**src/rtl/europa_sdm_dac_if.sv**
```systemverilog
// Sample-stream and status bundle of the delta-sigma audio DAC.
// The producer drives run control and samples; the DAC answers with readiness, bitstream and status.
interface europa_sdm_dac_if #(
  parameter int DATA_BITS  = 8,
  parameter int FIFO_DEPTH = 4
);

  localparam int LW = $clog2(FIFO_DEPTH) + 1;

  logic                 enable;
  logic [DATA_BITS-1:0] in_data;
  logic                 in_valid;
  logic                 in_ready;
  logic                 dac_out;
  logic                 sample_tick;
  logic                 underrun;
  logic [LW-1:0]        fifo_level;

  modport master (
    output enable,
    output in_data,
    output in_valid,
    input  in_ready,
    input  dac_out,
    input  sample_tick,
    input  underrun,
    input  fifo_level
  );

  modport slave (
    input  enable,
    input  in_data,
    input  in_valid,
    output in_ready,
    output dac_out,
    output sample_tick,
    output underrun,
    output fifo_level
  );

endinterface

```
**src/rtl/europa_sdm_dac.sv**
```systemverilog
// First-order delta-sigma audio DAC: a small sample FIFO drained once per sample period
// into a held register that feeds a carry-out modulator running every clock.
module europa_sdm_dac #(
  parameter int DATA_BITS  = 8,
  parameter int FIFO_DEPTH = 4,
  parameter int SAMPLE_DIV = 750
) (
  input  logic             clk,
  input  logic             reset,
  europa_sdm_dac_if.slave  bus
);

  localparam int AW = $clog2(FIFO_DEPTH);
  localparam int LW = AW + 1;
  localparam int CW = $clog2(SAMPLE_DIV);
  localparam logic [CW-1:0] CNT_LAST = CW'(SAMPLE_DIV - 1);
  localparam logic [LW-1:0] LVL_FULL = LW'(FIFO_DEPTH);
  localparam logic [LW-1:0] LVL_ZERO = {LW{1'b0}};

  logic [DATA_BITS-1:0] mem_q [FIFO_DEPTH];
  logic [AW-1:0]        wr_ptr_q, wr_ptr_d;
  logic [AW-1:0]        rd_ptr_q, rd_ptr_d;
  logic [LW-1:0]        level_q, level_d;
  logic [CW-1:0]        cnt_q, cnt_d;
  logic [DATA_BITS-1:0] held_q, held_d;
  logic [DATA_BITS:0]   acc_q, acc_d;
  logic [DATA_BITS:0]   sum_s;
  logic                 tick_s;
  logic                 push_s;
  logic                 pop_s;
  logic                 underrun_s;

  // Event decode: pointers wrap naturally because FIFO_DEPTH is a power of two.
  always_comb begin
    tick_s     = bus.enable && (cnt_q == CNT_LAST);
    push_s     = bus.in_valid && (level_q != LVL_FULL);
    pop_s      = tick_s && (level_q != LVL_ZERO);
    underrun_s = tick_s && (level_q == LVL_ZERO);
  end

  // Sample-period counter, parked at zero while stopped.
  always_comb begin
    cnt_d = {CW{1'b0}};
    if (!bus.enable) begin
      cnt_d = {CW{1'b0}};
    end else if (tick_s) begin
      cnt_d = {CW{1'b0}};
    end else begin
      cnt_d = cnt_q + CW'(1);
    end
  end

  // FIFO bookkeeping; a push on a tick into an empty FIFO is not visible to that tick.
  always_comb begin
    wr_ptr_d = wr_ptr_q;
    rd_ptr_d = rd_ptr_q;
    level_d  = level_q;
    held_d   = held_q;
    if (push_s) begin
      wr_ptr_d = wr_ptr_q + AW'(1);
    end else begin
      wr_ptr_d = wr_ptr_q;
    end
    if (pop_s) begin
      rd_ptr_d = rd_ptr_q + AW'(1);
      held_d   = mem_q[rd_ptr_q];
    end else begin
      rd_ptr_d = rd_ptr_q;
      held_d   = held_q;
    end
    case ({push_s, pop_s})
      2'b10:   level_d = level_q + LW'(1);
      2'b01:   level_d = level_q - LW'(1);
      default: level_d = level_q;
    endcase
  end

  // Modulator: the carry out of the low DATA_BITS is the next output bit.
  always_comb begin
    sum_s = {1'b0, acc_q[DATA_BITS-1:0]} + {1'b0, held_q};
    acc_d = {(DATA_BITS+1){1'b0}};
    if (bus.enable) begin
      acc_d = sum_s;
    end else begin
      acc_d = {(DATA_BITS+1){1'b0}};
    end
  end

  // Control and datapath state with synchronous reset.
  always_ff @(posedge clk) begin
    if (reset) begin
      wr_ptr_q <= {AW{1'b0}};
      rd_ptr_q <= {AW{1'b0}};
      level_q  <= LVL_ZERO;
      cnt_q    <= {CW{1'b0}};
      held_q   <= {DATA_BITS{1'b0}};
      acc_q    <= {(DATA_BITS+1){1'b0}};
    end else begin
      wr_ptr_q <= wr_ptr_d;
      rd_ptr_q <= rd_ptr_d;
      level_q  <= level_d;
      cnt_q    <= cnt_d;
      held_q   <= held_d;
      acc_q    <= acc_d;
    end
  end

  // Sample storage; entries are only ever read behind a valid occupancy count.
  always_ff @(posedge clk) begin
    if (push_s && !reset) begin
      mem_q[wr_ptr_q] <= bus.in_data;
    end
  end

  assign bus.in_ready    = (level_q != LVL_FULL);
  assign bus.fifo_level  = level_q;
  assign bus.dac_out     = acc_q[DATA_BITS];
  assign bus.sample_tick = tick_s;
  assign bus.underrun    = underrun_s;

endmodule
```
**src/flat_wrapper.sv**
```systemverilog
// flat-port wrapper written by rule: the top's interface ports become plain ports
module europa_sdm_dac_flat 
#(
  parameter int DATA_BITS  = 8,
  parameter int FIFO_DEPTH = 4,
  parameter int SAMPLE_DIV = 750
)
  (clk, reset, bus_enable, bus_in_data, bus_in_valid, bus_in_ready, bus_dac_out, bus_sample_tick, bus_underrun, bus_fifo_level);
  europa_sdm_dac_if #(.DATA_BITS(DATA_BITS), .FIFO_DEPTH(FIFO_DEPTH)) bus_i ();
  input  logic clk;
  input  logic reset;
  input wire logic [$bits(bus_i.enable)-1:0] bus_enable;
  input wire logic [$bits(bus_i.in_data)-1:0] bus_in_data;
  input wire logic [$bits(bus_i.in_valid)-1:0] bus_in_valid;
  output wire logic [$bits(bus_i.in_ready)-1:0] bus_in_ready;
  output wire logic [$bits(bus_i.dac_out)-1:0] bus_dac_out;
  output wire logic [$bits(bus_i.sample_tick)-1:0] bus_sample_tick;
  output wire logic [$bits(bus_i.underrun)-1:0] bus_underrun;
  output wire logic [$bits(bus_i.fifo_level)-1:0] bus_fifo_level;
  assign bus_i.enable = bus_enable;
  assign bus_i.in_data = bus_in_data;
  assign bus_i.in_valid = bus_in_valid;
  assign bus_in_ready = bus_i.in_ready;
  assign bus_dac_out = bus_i.dac_out;
  assign bus_sample_tick = bus_i.sample_tick;
  assign bus_underrun = bus_i.underrun;
  assign bus_fifo_level = bus_i.fifo_level;
  europa_sdm_dac #(.DATA_BITS(DATA_BITS), .FIFO_DEPTH(FIFO_DEPTH), .SAMPLE_DIV(SAMPLE_DIV)) u_core (.clk(clk), .reset(reset), .bus(bus_i));
endmodule
```
**config.mk**
```make
export PLATFORM = sky130hd
export DESIGN_NAME = europa_sdm_dac_flat
export DESIGN_NICKNAME = d
export VERILOG_FILES = /design/src/rtl/europa_sdm_dac_if.sv /design/src/rtl/europa_sdm_dac.sv /design/src/flat_wrapper.sv
export SDC_FILE = /design/constraint.sdc
export NUM_CORES = 1
export LEC_CHECK = 0
export BUFFER_PORTS_ARGS = -buffer_cell sky130_fd_sc_hd__buf_4
export CELL_PAD_IN_SITES_DETAIL_PLACEMENT = 0
export CELL_PAD_IN_SITES_GLOBAL_PLACEMENT = 2
export CORE_MARGIN = 2
export CORE_UTILIZATION = 42
export DETAILED_ROUTE_END_ITERATION = 10
export GPL_ROUTABILITY_DRIVEN = 1
export PLACE_DENSITY = 0.85
export SYNTH_ARGS = -nofsm -noshare
export SYNTH_HDL_FRONTEND = slang
export SYNTH_SLANG_ARGS = --single-unit
export TNS_END_PERCENT = 5
```
**constraint.sdc**
```tcl
create_clock -name clk -period 2.6 [get_ports clk]
set_input_delay 0.26 -clock clk [delete_from_list [all_inputs] [get_ports clk]]
set_output_delay 0.26 -clock clk [all_outputs]
set_load 0.05 [all_outputs]
```
==> results.md, run 1 <==
- Entering global routing, the biggest net connects 20 pins.
- The floorplan has 30 rows.
- The global routing usage on met2 is 0.199.
- Across every metal layer, demand over resource in global routing totals 0.139.
- The remaining global-route overflow is 0.
- The number of cells traversed by the worst hold path is 1.
- The synthesized design contains 66 register bits.
- TritonCTS built the clock tree.
- The data required time at the worst endpoint is about 2.9 ns.
- Clock-pin slew was measured on the worst setup and hold paths at 0.08 ns.
- Each instance of the synthesized netlist takes up on average 12.8 um2.
- The post-synthesis instance area is 2910 um2.
- Summed over all nets, the half-perimeter wirelength after detailed placement is around 3300 um.
- The global-route track usage on met1 is 0.187.
- The post-route cell area is between 3000 and 4000 um2.
- The met3 usage is 0.0550.
- The post-synthesis async set-or-reset flop share is 0.
- Measured on the finished design, the core utilization comes to 0.499.
- The die is 87.2 um wide.
- The setup violation total in the final timing report is 0.
- The kind of end point of the critical path is a flip-flop.
- Clock latency on the worst-skew pair, taken at its later pin, is 0.35 ns.
- The type of the most critical hold path is input pin to flip-flop.
- The critical path startpoint category is a flip-flop.
- Setup repair after global routing left no endpoint under its margin.
- The net count reported at finish is 287.
- The data arrival time of the critical path is 2.74 ns.
- The placed standard-cell area is 3150 um2.
- For the finished layout, the period the worst path requires is 2.46 ns.
- The most used flip-flop cell after synthesis is sky130_fd_sc_hd__dfxtp_1.
- Of the synthesized area, sequential elements account for 0.565.
- The count of pins over their slew limit came to 0.
- The final hold slack is roughly 0.11 ns.
- By area the synthesized netlist is led by sky130_fd_sc_hd__edfxtp_1 (33%), sky130_fd_sc_hd__dfxtp_1 (23%), sky130_fd_sc_hd__ha_1 (6.5%).
- 19 I/O pins were placed.
- The total wire length is 4730 um.
- The initial antenna violation count was 0.
- Dividing total power by cell area gives a power density of 622 nW/um2.
- For this configuration, the core starts out at a cell density of 0.430.
- The die is 87.2 um tall.
- Clock tree synthesis found a total of 66 sinks.
- The tree is rooted in a sky130_fd_sc_hd__clkbuf_8.
- After detailed routing, the average wire length per cell comes to between 10 and 15 um.
- The number of buffers between clock root and the deepest sink is 2.
- The unique cell type count in the Yosys netlist is 45.
- The quantity of I/O buffers inserted on ports is 18.
- The number of vias in the routed layout is 1,715.
- The largest fanout on the critical path is 6.
- The standby leakage power is 1.30 nW.
- The number of DRC violations after detailed-routing iteration 0 is 85.
- The final period utilization is 0.947.
- Across the run, the number of max-cap violations was 0.
- The number of global-route vias before repair came to 1,626.
- In the synthesized netlist, the cells that appear most often are sky130_fd_sc_hd__dfxtp_1 (34), sky130_fd_sc_hd__edfxtp_1 (32), sky130_fd_sc_hd__nor2_1 (31).
- The number of warning messages in the yosys log is 0.
- The final worst clock skew is about 0.0095 ns.
- The worst pin sits at a relative slew slack of 0.567.
- At the pin with the least slew margin, the transition time is 0.649 ns.
- The number of buffers added by the clock tree synthesis step is 9.
- The critical setup path kind is flip-flop to flip-flop.
- After detailed routing, the number of remaining DRC violations is 0.
- The routing layer with the top usage in global route is met2.
- The hold buffer count at CTS is 0.
- Synthesis produced a netlist whose cell count is 228.
- Leaving out filler cells and counting taps, the final layout contains around 340.
- Of the post-synthesis cell area, the dominant cell type holds 0.330.
- The global-route wire length before repair is 7810 um.
- Yosys mapped a number of flops with a built-in enable equal to 32.
- The biggest area contributor in the post-synthesis netlist is sky130_fd_sc_hd__edfxtp_1.
- The number of hold violations in the final report is 0.
- The net count after synthesis is 257.
- The maximum frequency from static timing analysis is 406 MHz.
- The number of placed instances with taps included is 326.
- The ratio of routed vias to standard cells is around 5.0.
- The total core area is 6760 um2.
- The share of final-layout standard cells stronger than drive strength 1 is 0.243.
- The worst-case IR drop observed on VDD is 0.596 mV.
- The flow ran to the end, and the final reports show no timing, DRC or antenna violations.
- The design draws roughly 0.0021 W.
- The first-pass iteration count of the detailed router is 4.
- Among all cell types in the netlist, the one instantiated most often is sky130_fd_sc_hd__dfxtp_1.
- Relative to the synthesized area, the layout overhead comes to 16.1%.
- The logic depth of the worst register-to-register path is 11.
- 0 antenna diodes ended up in the layout.
- The placer's final routability congestion estimate is 0.740.
- The maximum level of the CTS H-tree is 3.
- The floorplan step defined a die boundary enclosing 7600 um2.
- The detail route stage leaves a number of antenna-violating nets equal to 0.
## through the flow
step                      setup TNS (ns)  setup WS (ns)
after floorplan                   -0.160         -0.160
after global placement                 0          0.167
after detailed placement               0          0.105
after CTS                              0         0.0714
after global routing                   0        0.00491
final                                  0          0.138
## path summary, 6_finish.rpt
check	to	slack, ns	start
max	u_core.bus.fifo_level[2]	0.14	u_core.cnt_q[1]
min	u_core.mem_q[2][0]	0.11	bus_in_data[0]
max reg2reg	u_core.bus.fifo_level[2]	0.14	u_core.cnt_q[1]
min reg2reg	u_core.wr_ptr_q[1]	0.51	u_core.wr_ptr_q[1]
## cell type report
cell class,instances,area [um2]
Sequential cell,66,1640
Multi-Input combinational cell,147,1210
Clock inverter,7,77.6
Inverter,9,33.8
Tap cell,80,100
Timing Repair Buffer,25,188
Clock buffer,9,124
Fill cell,594,3380
## cell families after synthesis
family,after synthesis,synth area share
muxes,17,0.0934
DFF,66,0.565
and+or+nand+nor,80,0.150
xor gates and xnor gates,15,0.0452
adders and majority gates,17,0.0783
buffers and inverters,15,0.0262
AOI/OAI and AO/OA,18,0.0422
## state kept, by name (all words and copies together), names as in the netlist
register and flops:
u_core.mem_q 32, u_core.cnt_q 10, u_core.acc_q 9, u_core.held_q 8, u_core.bus.fifo_level 3, u_core.rd_ptr_q 2
u_core.wr_ptr_q 2
## layer usage
metal  vias up  share of wire
met5         -              0
met4         0          0.015
met3         7          0.042
met2        32           0.44
met1       784           0.50
li1        892              -
## worst max-delay path: stages (launching register included)
cell and delay, ns:
sky130_fd_sc_hd__dfxtp_2 0.35, sky130_fd_sc_hd__inv_1 0.05, sky130_fd_sc_hd__ha_1 0.13, sky130_fd_sc_hd__nand4b_1 0.17, sky130_fd_sc_hd__or3_4 0.44, sky130_fd_sc_hd__nor2_2 0.09
sky130_fd_sc_hd__ha_2 0.17, sky130_fd_sc_hd__inv_1 0.05, sky130_fd_sc_hd__fa_2 0.33, sky130_fd_sc_hd__xor2_1 0.15, sky130_fd_sc_hd__or3_1 0.31, sky130_fd_sc_hd__a21oi_1 0.13
## cells in the final DEF (no fill, tap or decap), drive strengths merged, types with 2 or more instances in the layout
master / Yosys / routed
or3: 2 / 2
or4: 2 / 2
edfxtp: 32 / 32
nand4: 3 / 3
and2: 6 / 6
nor4: 3 / 3
mux2i: 8 / 8
mux4: 8 / 8
nand2b: 3 / 3
nor2: 31 / 31
ha: 15 / 15
a21o: 3 / 3
a21oi: 6 / 6
dfxtp: 34 / 34
inv: 9 / 11
nand2: 8 / 8
o21ai: 2 / 2
xor2: 10 / 10
a221oi: 2 / 2
a21boi: 2 / 2
and3: 3 / 3
fa: 2 / 2
clkbuf: 1 / 9
xnor2: 5 / 5
buf: 5 / 25
clkinv: 0 / 3
nor3: 5 / 5
nand3: 8 / 8
## repair_timing
item                       in CTS  in global routing
buffers inserted                0                  1
resized for setup               0                  5
setup endpoints to repair       0                  1
## where the power goes
group          internal [W]  total (W)  switching (W)
clock network      0.000450   0.000872       0.000421
registers           0.00111    0.00112      0.0000120
logic             0.0000412   0.000105      0.0000641
Power figures use the tool's default switching activity.
==> run 2: changes to the inputs <==
ABC_AREA = 1   (was default)
BUFFER_PORTS_ARGS = default   (was -buffer_cell sky130_fd_sc_hd__buf_4)
CORE_UTILIZATION = 39   (was 42)
DONT_BUFFER_PORTS = 1   (was default)
PLACE_DENSITY = 0.83   (was 0.85)
==> run 2 against run 1 <==
Compared with the run above:
- sequential cell count is the same
- sequential share of layout area shrank 1.4 points
- fmax grew 7.3%
- area after synthesis grew 2.8%
- cell area grew 2.8%
- clock power grew 3.8%
- synthesized cell count grew 43%
- register-to-register slack gained 0.18 ns
- clock-buffer cell count is the same
- total power grew 1.1%
==> results.md, run 2 <==
- The run finished with clean final reports.
- The share of final-layout standard cells stronger than drive strength 1 was 0.115 (-0.129).
- The maximum frequency from static timing analysis is 436 MHz (+7.3%).
- In this design, the critical path's most frequently occurring cell is sky130_fd_sc_hd__buf_4.
- The clock tree from TritonCTS is built.
- The total track usage is 0.146 (+0.00753).
- The non-filler instance count after layout was 456 (+33%).
- The total core area is 7330 um2 (+8.5%).
- The hold buffer count at CTS was 7 (+7).
- The number of top-level pins is 19 (unchanged).
- The area added between synthesis and finish was 16.1% (about the same).
- The number of synthesized flops with an enable pin was 32 (unchanged).
- The data required time at the worst endpoint is 2.34 ns (-0.54 ns).
- The quantity of gates resized following cts is 0 (unchanged).
- The flip-flop count of the largest register, all copies and words added is 32 (unchanged).
- The net count after synthesis is 354 (+38%).
- The wire length per cell is 12.2 um (-12%).
- The global-route track usage on met1 came to 0.184 (-0.00375).
- The overall power of the completed layout is 0.00212 W (+1.1%).
- The cell chosen for the clock root is sky130_fd_sc_hd__clkbuf_8.
- The commonest cells after synthesis are sky130_fd_sc_hd__nor2_1 (55), sky130_fd_sc_hd__nand2_1 (45), sky130_fd_sc_hd__inv_1 (42).
- Ranked by total cell area, the synthesized netlist is headed by sky130_fd_sc_hd__edfxtp_1 (32%), sky130_fd_sc_hd__dfxtp_1 (23%), sky130_fd_sc_hd__nor2_1 (6.9%).
- The largest register by flop count is u_core.mem_q.
- The ratio of routed vias to standard cells is 4.70 (-6.1%).
- The peak ir drop on the vdd network is 0.520 mV (-13%).
- The unique cell type count in the Yosys netlist is 31 (-31%).
- The slew of the pin with the lowest slew margin is 0.486 ns (-0.163 ns).
- The number of buffers added by the clock tree synthesis step is 9 (unchanged).
- The remaining max-slew budget at the tightest pin is 0.675 (+0.109).
- Among all flip-flop cells after synthesis, the most frequent one is sky130_fd_sc_hd__dfxtp_1.
- The largest registers in the layout are u_core.mem_q: 32 flops, u_core.cnt_q: 10 flops, u_core.acc_q: 9 flops.
- The number of global-route vias before repair is 2,105 (+29%).
- The post-route DRC violation count came to 0 (unchanged).
- The data arrival time of the critical path was 2.04 ns (-0.70 ns).
- The total wire length is 5570 um (+18%).
- The detailed placement HPWL was 3870 um (+18%).
- The power density of the placed cells was 612 nW/um2 (-1.7%).
- The top cell type's share of synthesized area is 0.322 (-0.00886).
- The final worst clock skew is 0.0112 ns (+0.00171 ns).
- The critical setup path kind is flip-flop to output pin.
- The final period utilization was 0.883 (-0.0641).
- The placer's final routability congestion estimate was 0.718 (-2.9%).
- The register clock-pin slew on the reported worst setup and hold paths is 0.08 ns (about the same).
- The most common cell after layout, fill and taps aside is sky130_fd_sc_hd__nor2_1.
- The initial antenna violation count is 0 (unchanged).
- The net count reported at finish was 381 (+33%).
- The first-pass iteration count of the detailed router is 4 (unchanged).
- The post-synthesis instance area was 2990 um2 (+2.8%).
- The initial standard-cell utilization of the core came to 0.408 (-0.0228).
- The minimum clock period after layout is 2.30 ns (-0.167 ns).
- The antenna diode count is 0 (unchanged).
- The number of placement rows is 31 (+3.3%).
- The maximum level of the CTS H-tree is 3 (unchanged).
- The number of warning messages in the yosys log was 0 (unchanged).
- The standby leakage power is 1.43 nW (+10%).
- The mean instance size in the synthesized netlist is 9.19 um2 (-28%).
- The width of the chip is 91.5 um (+5.0%).
- The max-cap check violation count is 0 (unchanged).
- The area of the die is 8380 um2 (+10%).
- The post-synthesis async set-or-reset flop share is 0 (unchanged).
- The global-route wire length before repair is 9610 um (+23%).
- The worst hold path belongs to the class input pin to flip-flop.
- The final setup TNS is 0 ns (unchanged).
- The clock sink count is 66 (unchanged).
- The number of DRC violations after detailed-routing iteration 0 came to 83 (-2.4%).
- Setup repair after global routing left no endpoint under its margin.
- The layer flagged by global routing as most heavily used is met2.
- The maximum number of pins on one net before global-route repair came to 19 (-5.0%).
- The number of buffers inserted to repair setup after CTS is 0 (unchanged).
- The count of pins over their slew limit is 0 (unchanged).
- The remaining global-route overflow was 0 (unchanged).
- The setup violation total in the final timing report is 0 (unchanged).
- Leaving out fill and tap cells, the most frequent cells in the layout are sky130_fd_sc_hd__nor2_1 (55), sky130_fd_sc_hd__nand2_1 (45), sky130_fd_sc_hd__inv_1 (42).
- The quantity of I/O buffers inserted on ports is 0 (-18).
- The critical path goes through ha_1 -> nand4_1 -> nor2_4 -> buf_4 -> inv_1 -> nor2_1 -> buf_4.
- The number of vias in the routed layout was 2,141 (+25%).
- The largest fanout on the critical path is 6 (unchanged).
- The clock insertion delay at the later pin of the skew report was 0.35 ns (about the same).
- STA classifies the critical path endpoint as an output pin.
- The height of the die was 91.5 um (+5.0%).
- The number of routed nets with antenna violations is 0 (unchanged).
- The number of buffers between clock root and the deepest sink came to 2 (unchanged).
- The critical path startpoint category is a flip-flop.
- The number of placed instances with taps included is 431 (+32%).
- The number of synthesized register bits came to 66 (unchanged).
- The number of instances in the synthesized netlist is 325 (+43%).
- The largest area contributor in the synthesized netlist is sky130_fd_sc_hd__edfxtp_1.
- By instance count, the leading cell after synthesis is sky130_fd_sc_hd__nor2_1.
- The post-synthesis sequential area ratio is 0.549 (-0.0151).
- The met3 usage is 0.0282 (-0.0268).
- The cell with the biggest individual delay on the critical path is sky130_fd_sc_hd__dfxtp_1.
- The global routing usage on met2 was 0.241 (+0.0416).
- The number of hold violations in the final report is 0 (unchanged).
- The peak per-stage delay on the critical path came to 0.44 ns (about the same).
run 2: changes by cell type in the layout (fill, tap and decap cells not counted), sizes merged, moves of 5 or more:
cell	previous run	this run
mux2i	8	0
nor2	31	58
mux4	8	0
nand2	8	48
xor2	10	1
buf	25	12
dlygate4sd3	0	9
o22ai	0	8
inv	11	49
and2	6	1
a21oi	6	20
o21ai	2	27
run 2: cell type report:
type	instances	area [um2]
clock inverter	7	83.8
multi-input combinational	209	1150
inverter	45	169
fill	691	3860
clock buffer	9	124
sequential	66	1640
timing repair buffer	21	180
tap	99	124
run 2: worst max-delay path, delay by kind of cell (launching register included):
kind	cells	cell delay (ns)
adders and majority gates	1	0.22
buffers and inverters	3	0.58
DFF	1	0.44
and+or+nand+nor	3	0.45
run 2: path summary, 6_finish.rpt:
kind                                       from  slack [ns]                  endpoint  depth (start not counted)
worst min register to register  u_core.cnt_q[3]        0.50           u_core.cnt_q[3]                          2
worst max register to register  u_core.cnt_q[0]        0.32  u_core.bus.fifo_level[2]                         12
worst max-delay path            u_core.cnt_q[0]        0.30              bus_underrun                          7
worst min-delay path                      reset        0.10  u_core.bus.fifo_level[1]                          3
run 2: kinds of logic after synthesis:
logic type,Yosys count,share of synthesized area
simple gates,132,0.199
flops,66,0.549
compound gates,58,0.103
buf+inv,50,0.0666
fa+ha+maj,17,0.0762
xor+xnor,2,0.00586
run 2: where the power goes:
group / leakage (nW) / internal [W] / switching, W
combinational: 0.761 / 0.0000336 / 0.0000654
sequential: 0.566 / 0.00111 / 0.00000871
clock: 0.103 / 0.000461 / 0.000444
total: 1.43 / 0.00160 / 0.000519
run 2: layer usage:
layer | up-vias | share of wire
met5 | - | 0
met4 | 0 | 0.020
met3 | 10 | 0.034
met2 | 32 | 0.46
met1 | 964 | 0.48
li1 | 1135 | -
run 2: through the flow:
stage | setup WS, ns | util | area (um2) | hold WS, ns
2_1_floorplan | 0.00987 | - | 2990 | 0.359
3_5_place_dp | 0.324 | 0.433 | 3170 | 0.359
4_1_cts | 0.272 | 0.471 | 3450 | 0.00133
6_report | 0.305 | 0.473 | 3470 | 0.103
3_3_place_gp | 0.389 | 0.433 | 3170 | 0.359
5_1_grt | 0.0464 | 0.473 | 3470 | 0.129
==> run 3: changes to the inputs <==
PLACE_DENSITY = default   (was 0.83)
PLACE_DENSITY_LB_ADDON = 0.1   (was default)
==> run 3 against run 2 <==
Compared with the run above:
- combinational power shrank 0.5%
- first-iteration DRC count rose by 22%
- non-clock buffer count decreased by 1
- clock power fell by 14%
- sequential power barely moved
- clock-buffer cell count is the same
- cell area is 1.1% lower
- final cell count is 0.22% lower
- critical path depth is 6 higher
- via count is 0.23% higher
- sequential cell count did not move
- sequential share of layout area is 0.57 points higher
- critical endpoint is now u_core.bus.fifo_level[2]
- highest routed layer unchanged
==> results.md, run 3 (same netlist as run 2, synthesis figures left out) <==
- The number of hold violations in the final report is 0 (unchanged).
- The worst flop-to-flop path startpoint is u_core.cnt_q[1].
- The final design utilization came to 0.468 (-0.00529).
- The maximum level of the CTS H-tree is 3 (unchanged).
- The signal on the critical path passes through inv_1 -> ha_1 -> nand4_1 -> nor2_4 -> nand2_4 -> inv_1 -> ha_1 -> inv_1 -> fa_1 -> a21oi_1 -> o21ai_0 -> o21ai_0 -> a21oi_1.
- The final worst clock skew is 0.0114 ns (+0.000223 ns).
- The register clock-pin slew on the reported worst setup and hold paths came to 0.08 ns (about the same).
- The ratio of routed vias to standard cells was 4.72 (+0.45%).
- The number of global-route vias before repair was 2,082 (-1.1%).
- The global-route wire length before repair was 10,100 um (+5.5%).
- The tightest min-delay check is of the input pin to flip-flop type.
- The height of the die is 91.5 um (unchanged).
- The remaining global-route overflow came to 0 (unchanged).
- The number of buffers between clock root and the deepest sink is 2 (unchanged).
- For this design, the slowest cell found on the critical path is sky130_fd_sc_hd__fa_1.
- The critical path starts at u_core.cnt_q[1].
- The flow ran to the end, and the final reports show no timing, DRC or antenna violations.
- The peak per-stage delay on the critical path is 0.38 ns (-0.06 ns).
- The clock insertion delay at the later pin of the skew report was 0.34 ns (about the same).
- The detailed placement HPWL is 3990 um (+3.2%).
- The area growth from synthesis to layout is 14.8%.
- STA classifies the critical path startpoint as a flip-flop.
- The slew of the pin with the lowest slew margin came to 0.494 ns (+0.00795 ns).
- The max-cap check violation count is 0 (unchanged).
- In this run the critical register-to-register path is captured at u_core.bus.fifo_level[2].
- The largest fanout on the critical path is 9 (+3).
- The total track usage is 0.157 (+0.0106).
- The peak ir drop on the vdd network is 0.422 mV (-19%).
- The routing layer with the top usage in global route is met2.
- The quantity of I/O buffers inserted on ports is 0 (unchanged).
- The data required time at the worst endpoint is 2.84 ns (+0.50 ns).
- The width of the chip came to 91.5 um (unchanged).
- The number of routed nets with antenna violations is 0 (unchanged).
- Setup repair after global routing left no endpoint under its margin.
- The final setup TNS is 0 ns (unchanged).
- The largest register by flop count is u_core.mem_q.
- The kind of end point of the critical path is a flip-flop.
- The count of cell instances traversed by the critical path is 13 (+6).
- The number of top-level pins is 19 (unchanged).
- The critical path is of the flip-flop to flip-flop type.
- The met3 usage is 0.0548 (+0.0266).
- The number of fill cells came to 733 (+6.1%).
- The final period utilization is 0.860 (-0.0228).
- The share of final-layout standard cells stronger than drive strength 1 was 0.118 (+0.00313).
- The cell type group with the largest total delay on the critical path is adder cells.
- The net count reported at finish is 380 (-0.26%).
- The count of pins over their slew limit came to 0 (unchanged).
- The initial antenna violation count came to 0 (unchanged).
- The clock tree from TritonCTS is built.
- The placer's final routability congestion estimate came to 0.753 (+4.8%).
- The first-pass iteration count of the detailed router is 4 (unchanged).
- The total wire length is 5780 um (+3.7%).
- In this run the clock root is driven by a sky130_fd_sc_hd__clkbuf_8.
- The standby leakage power is 1.41 nW (-1.7%).
- Leaving out fill and tap cells, the most frequent cells in the layout are sky130_fd_sc_hd__nor2_1 (55), sky130_fd_sc_hd__nand2_1 (45), sky130_fd_sc_hd__inv_1 (42).
- The number of vias in the routed layout came to 2,146 (+0.23%).
- The data arrival time of the critical path is 2.47 ns (+0.43 ns).
- The flip-flop count of the largest register, all copies and words added is 32 (unchanged).
- The remaining max-slew budget at the tightest pin is 0.670 (-0.00531).
- The clock sink count came to 66 (unchanged).
- The global-route track usage on met1 came to 0.207 (+0.0238).
- The area of the die is 8380 um2 (unchanged).
- In this run the worst setup path terminates at u_core.bus.fifo_level[2].
- The total core area is 7330 um2 (unchanged).
- The number of placement rows is 31 (unchanged).
- The maximum number of pins on one net before global-route repair is 20 (+1).
- The wire length per cell was 12.7 um (+4.0%).
- The minimum clock period after layout is 2.24 ns (-0.0593 ns).
- The library cell used most frequently in the layout, excluding fill and tap cells, is sky130_fd_sc_hd__nor2_1.
- The post-route DRC violation count is 0 (unchanged).
- The maximum frequency from static timing analysis is 447 MHz (+2.7%).
- The setup violation total in the final timing report is 0 (unchanged).
- The antenna diode count is 0 (unchanged).
- The largest registers in the layout are u_core.mem_q: 32 flops, u_core.cnt_q: 10 flops, u_core.acc_q: 9 flops.
- The power density of the placed cells came to 582 nW/um2 (-4.9%).
- The number of buffers added by the clock tree synthesis step came to 9 (unchanged).
- The global routing usage on met2 came to 0.243 (+0.00245).
- The initial standard-cell utilization of the core is 0.408 (unchanged).
- The number of buffers and inverters on the critical path is 3 (unchanged).
- The reg2reg setup slack came to 0.36 ns (+0.04 ns).
- By instance count, the cell type seen most on the critical path is sky130_fd_sc_hd__inv_1.
- The logic depth of the worst register-to-register path was 13 (+1).
- The number of DRC violations after detailed-routing iteration 0 is 101 (+22%).
-- run 3: cell count changes in the layout (fill, tap and decap cells not counted), sizes merged --
cell | previous run | this run
clkinv | 1 | 2
dlygate4sd3 | 9 | 8
clkinvlp | 1 | 3
bufinv | 1 | 0
inv | 49 | 47
-- run 3: worst min path at each step --
stage,endpoint,start,slack (ns),cells past startpoint
4_1_cts,u_core.acc_q[0],bus_enable,0.16,2
6_report,u_core.acc_q[1],bus_enable,0.15,2
3_3_place_gp,u_core.mem_q[3][0],bus_in_data[0],0.36,0
5_1_grt,u_core.acc_q[0],bus_enable,0.16,2
3_5_place_dp,u_core.mem_q[0][4],bus_in_data[4],0.36,0
2_1_floorplan,u_core.mem_q[0][0],bus_in_data[0],0.36,0
-- run 3: cell type report --
type	instances	area, um2	share of cell area
repair buffers	20	170	0.0496
clock inverters	7	53.8	0.0157
well taps	99	124	0.0361
flip-flops and latches	66	1640	0.479
multi-input cells	209	1150	0.334
clock buffers	9	124	0.0361
inverters	45	169	0.0492
-- run 3: stage by stage --
step	cell area [um2]	power [W]	setup slack, ns	instances	hold WS (ns)
floorplan	2990	0.00120	0.00987	325	0.359
global placement	3170	0.00123	0.373	431	0.359
detailed placement	3170	0.00123	0.294	431	0.359
CTS	3430	0.00203	0.249	455	0.156
global route	3430	0.00210	0.0670	455	0.159
finish	3430	0.00200	0.364	455	0.153
-- run 3: report_power, final --
part | leakage (nW) | switching [W] | internal (W) | total (W)
Sequential | 0.566 | 0.00000848 | 0.00111 | 0.00112
Combinational | 0.757 | 0.0000660 | 0.0000325 | 0.0000985
Clock | 0.0822 | 0.000428 | 0.000352 | 0.000780
Total | 1.41 | 0.000502 | 0.00149 | 0.00200
-- run 3: per-layer routing --
layer | wire (um) | part of all wire
met2 | 2690 | 0.47
met4 | 68 | 0.012
met3 | 187 | 0.032
met5 | 0 | 0
met1 | 2830 | 0.49
-- run 3: worst register-to-register path, delay by kind of cell, from the launching register on --
kind | cells | cell delay, ns
adders and majority gates | 3 | 0.67
AOI/OAI and AO/OA | 4 | 0.48
and+or+nand+nor | 3 | 0.41
DFF | 1 | 0.36
buffers and inverters | 3 | 0.21
-- run 3: timing repair --
| action | in CTS | in global routing |
|---|---|---|
| endpoints found under the setup margin | 0 | 1 |
| hold endpoints to repair | 32 | 0 |
| gates resized for setup | 0 | 1 |
| hold buffers | 8 | 0 |
| buffers inserted | 0 | 0 |
